<file path="src/rtl/random_delay.sv">
// Random delay timer: on start, loads a delay (in ticks) from an upstream
// 7-bit LFSR, counts it down using a TICK_DIV-cycle prescaler, and pulses
// time_out_o for one cycle on expiry. The LFSR runs only while idle.
module random_delay #(
  parameter int unsigned TICK_DIV = 1000
) (
  input  logic       clk,
  input  logic       rst,
  input  logic       start_i,
  input  logic       abort_i,
  input  logic [6:0] rnd_in_i,
  output logic       lfsr_en_o,
  output logic       busy_o,
  output logic [6:0] remaining_o,
  output logic       time_out_o
);

  // Prescaler needs at least one bit even when TICK_DIV is 1.
  localparam int unsigned PsW = (TICK_DIV > 1) ? $clog2(TICK_DIV) : 1;
  localparam logic [PsW-1:0] PsMax = PsW'(TICK_DIV - 1);

  typedef enum logic [1:0] {
    StIdle  = 2'd0,
    StCount = 2'd1,
    StDone  = 2'd2
  } state_e;

  state_e         state_q, state_d;
  logic [6:0]     rem_q, rem_d;
  logic [PsW-1:0] ps_q, ps_d;

  // State, delay counter and prescaler registers with asynchronous reset.
  always_ff @(posedge clk or posedge rst) begin
    if (rst) begin
      state_q <= StIdle;
      rem_q   <= '0;
      ps_q    <= '0;
    end else begin
      state_q <= state_d;
      rem_q   <= rem_d;
      ps_q    <= ps_d;
    end
  end

  // Next-state logic: load on start, tick down in COUNT, abort from anywhere.
  always_comb begin
    state_d = state_q;
    rem_d   = rem_q;
    ps_d    = ps_q;
    unique case (state_q)
      StIdle: begin
        // abort wins over start; a zero draw is bumped to one tick.
        if (start_i && !abort_i) begin
          rem_d   = (rnd_in_i == 7'd0) ? 7'd1 : rnd_in_i;
          ps_d    = '0;
          state_d = StCount;
        end
      end
      StCount: begin
        if (abort_i) begin
          rem_d   = '0;
          ps_d    = '0;
          state_d = StIdle;
        end else if (ps_q == PsMax) begin
          ps_d = '0;
          if (rem_q != 7'd0) begin
            rem_d = rem_q - 7'd1;
          end
          if (rem_q == 7'd1) begin
            state_d = StDone;
          end
        end else begin
          ps_d = ps_q + PsW'(1);
        end
      end
      StDone: begin
        state_d = StIdle;
        if (abort_i) begin
          rem_d = '0;
          ps_d  = '0;
        end
      end
      default: begin
        state_d = StIdle;
        rem_d   = '0;
        ps_d    = '0;
      end
    endcase
  end

  // Outputs decode directly from state; lfsr_en is held low during reset.
  always_comb begin
    lfsr_en_o   = (state_q == StIdle) && !rst;
    busy_o      = (state_q != StIdle);
    time_out_o  = (state_q == StDone);
    remaining_o = rem_q;
  end

endmodule

</file>
<file path="config.mk">
export PLATFORM = sky130hd
export DESIGN_NAME = random_delay
export DESIGN_NICKNAME = d
export VERILOG_FILES = /design/src/rtl/random_delay.sv
export SDC_FILE = /design/constraint.sdc
export NUM_CORES = 1
export LEC_CHECK = 0
export CAP_MARGIN = 20
export CORE_ASPECT_RATIO = 1.25
export CORE_MARGIN = 3
export CORE_UTILIZATION = 45
export CTS_CLUSTER_SIZE = 20
export DETAILED_ROUTE_END_ITERATION = 16
export PLACE_DENSITY_LB_ADDON = 0.25
export SYNTH_ARGS = -nofsm -noshare
export SYNTH_HDL_FRONTEND = slang
export SYNTH_SLANG_ARGS = --single-unit
</file>
<file path="constraint.sdc">
create_clock -name clk -period 1.8 [get_ports clk]
set_input_delay 0.18 -clock clk [delete_from_list [all_inputs] [get_ports clk]]
set_output_delay 0.18 -clock clk [all_outputs]
set_load 0.1 [all_outputs]
</file>
==> out/metrics.yaml <==
run_status: "finished, final reports clean"
cts_tree: "done"
final_worst_clock_skew_ns: 0.00825
critical_path_peak_fanout: 6
rrSetupSlack_ns: 0.05
timing_max_transition_violations_final: 0
diodes: 0
grt_use_total: 0.223
hold_buffers: 0
critical_path.startpoint_type: "flip-flop"
clk_pin_slew_worst_paths_ns: 0.12
layout_worst_path_cycle_share: 0.986
detail_route.wl_per_cell_um: 16.7
grt_setup_unrepaired: "yes"
relSlewSlack: 0.720
final_period_minus_worst_setup_slack_ns: 1.78
grt_antenna_before_repair: 0
classification_of_the_worst_slack_hold_path: "input port to async pin"
area_growth_pct: 44.5
post-synth-top-count-cell: "sky130_fd_sc_hd__dfrtp_1"
fp-row-count: 20
dominantRegCellSynth: "sky130_fd_sc_hd__dfrtp_1"
grt_start_max_net_pins: 20
setup_violations: 0
synth_cells: 133
p_per_area_nw_per_um2: 857
die_area_um2: 3510
reg2regPathDepth: 6
worst-endpoint-required_ns: 1.62
synth_area_leader_cell: "sky130_fd_sc_hd__dfrtp_1"
drcViolationCount: 0
r2r-start: "remaining_o[1]"
dp.final_hpwl_um: 2710
start_util: 0.499
cap_violations: 0
insertion_delay_ns: 0.31
worst-setup-path-type: "flip-flop to output port"
max-vdd-ir-drop_mv: 0.609
synth-edff-count: 0
core_um2: 2550
post-place-cells: 206
total_congestion_overflow: 0
synth_common_cells: "sky130_fd_sc_hd__dfrtp_1, sky130_fd_sc_hd__nor2_1, sky130_fd_sc_hd__inv_1, sky130_fd_sc_hd__nand2_1, sky130_fd_sc_hd__a21oi_1"
die_x_um: 53.6
cp-end-kind: "output port"
drt_first_iter_violations: 40
antenna_left: 0
clock_tree.buffer_depth: 2
htreeDepth: 1
vias_per_cell: 5.93
max_freq_mhz: 563
worst_r2r_endpoint: "remaining_o[0]"
synth.distinct_cells: 44
clock_tree.root_cell: "sky130_fd_sc_hd__clkbuf_4"
power.total_mw: 1.58
final_cells: 213
ratio_of_cells_with_drive_above_1_in_the_final_layout: 0.400
synth_async_sr_flop_share: 1.00
synthesis.yosys.warnings: 0
tightest_slew_ns: 0.416
first_global_vias: 1291
regArea_um2: 489
detail_route.first_pass.iterations: 4
clock_sinks: 19
grt_first_pass_wirelength_um: 5800
syn_avg_cell_area_um2: 9.58
synthDominantCellAreaShare: 0.373
dr_vias: 1264
timing.final.hold_violations: 0
number_of_buffers_created_by_cts: 3
place_congestion: 0.950
io-pin-count: 21
fill_cells: 186
multi_input_comb_area_um2: 813
die_h_um: 65.5
synth_top_cells_by_area: "sky130_fd_sc_hd__dfrtp_1, sky130_fd_sc_hd__nor2_1, sky130_fd_sc_hd__ha_1"
synth_seq_area_share: 0.373
io_buffer_count: 20
synth-seq-cells: 19
finish.net_count: 195
netlist_area_um2: 1270
leakage_nw: 0.774
cp.arrival_ns: 1.60
route.final.wire_length_um: 3560
net_count_of_the_mapped_netlist: 147
[sequential cells by signal (all words and copies together), names as in the netlist]
| signal | cells |
|---|---|
| state_q | 2 |
| ps_q | 10 |
| remaining_o | 7 |
[cell families (layout without fill, tap and decap cells)]
group,after synthesis,count (layout),synth area share
flops,19,19,0.373
simple gates,56,56,0.264
xor+xnor,3,3,0.0206
compound gates,38,38,0.252
buf+inv,12,59,0.0432
mux,2,2,0.0167
fa+ha+maj,3,3,0.0295
[metrics by stage]
step           setup TNS (ns)  utilization  worst slack (ns)  instance area, µm²  hold WS [ns]
2_1_floorplan          -0.499            -            -0.171                1320         0.131
3_3_place_gp          -0.0293        0.685           -0.0149                1750         0.561
3_5_place_dp           -0.550        0.685           -0.0880                1750         0.573
4_1_cts               -0.0478        0.717           -0.0478                1830         0.283
5_1_grt               -0.0833        0.721           -0.0269                1840         0.339
6_report                    0        0.721            0.0245                1840         0.283
[what timing repair did]
item,4_1_cts,5_1_grt
endpoints found under the setup margin,6,17
pin swaps,5,6
resized for setup,6,1
buffers inserted,2,1
[final cells by class]
type / count / area share
clock inverters: 1 / 0.00272
well taps: 33 / 0.0224
inverters: 9 / 0.0197
repair buffers: 46 / 0.235
multi-input cells: 102 / 0.442
flip-flops and latches: 19 / 0.266
clock buffers: 3 / 0.0122
[where the power goes]
group | internal [mW] | switching (mW) | total [mW]
Clock | 0.0830 | 0.140 | 0.223
Combinational | 0.302 | 0.528 | 0.831
Sequential | 0.478 | 0.0454 | 0.523
Total | 0.863 | 0.714 | 1.58
[placed cells by master, fill, tap and decap left out, types with 3 or more instances in the layout]
cell type / synthesis / routed
sky130_fd_sc_hd__nor2_1: 14 / 11
sky130_fd_sc_hd__buf_4: 0 / 31
sky130_fd_sc_hd__dfrtp_2: 0 / 5
sky130_fd_sc_hd__xor2_1: 3 / 3
sky130_fd_sc_hd__clkdlybuf4s50_1: 0 / 10
sky130_fd_sc_hd__a21oi_1: 7 / 7
sky130_fd_sc_hd__nor4_1: 3 / 3
sky130_fd_sc_hd__nor3_1: 5 / 5
sky130_fd_sc_hd__o2111ai_1: 4 / 3
sky130_fd_sc_hd__o21ai_0: 6 / 6
sky130_fd_sc_hd__inv_1: 9 / 7
sky130_fd_sc_hd__buf_12: 0 / 5
sky130_fd_sc_hd__or3_1: 3 / 3
sky130_fd_sc_hd__dfrtp_1: 19 / 12
sky130_fd_sc_hd__clkbuf_4: 0 / 3
sky130_fd_sc_hd__nand3_1: 5 / 5
sky130_fd_sc_hd__nand2_1: 9 / 9
[metal layers]
layer / part of all wire / track usage
met1: 0.42 / 0.255
met2: 0.53 / 0.393
met3: 0.029 / 0.0317
met4: 0.019 / 0.109
met5: 0 / 0
[critical path, cell delays in order, from the launching register on]
cell                      delay (ns)
sky130_fd_sc_hd__dfrtp_1        0.47
sky130_fd_sc_hd__buf_4          0.20
sky130_fd_sc_hd__nor2_2         0.17
sky130_fd_sc_hd__inv_1          0.14
sky130_fd_sc_hd__nor2_4         0.12
sky130_fd_sc_hd__buf_12         0.18
[worst max path at each step]
stage | from | to | slack, ns
2_1_floorplan | remaining_o[0] | remaining_o[0] | -0.17
3_3_place_gp | abort_i | remaining_o[0] | -0.01
3_5_place_dp | ps_q[0] | remaining_o[3] | -0.09
4_1_cts | remaining_o[1] | remaining_o[5] | -0.05
5_1_grt | state_q[1] | lfsr_en_o | -0.03
6_report | state_q[1] | lfsr_en_o | 0.02
(Power assumes the default switching activity.)
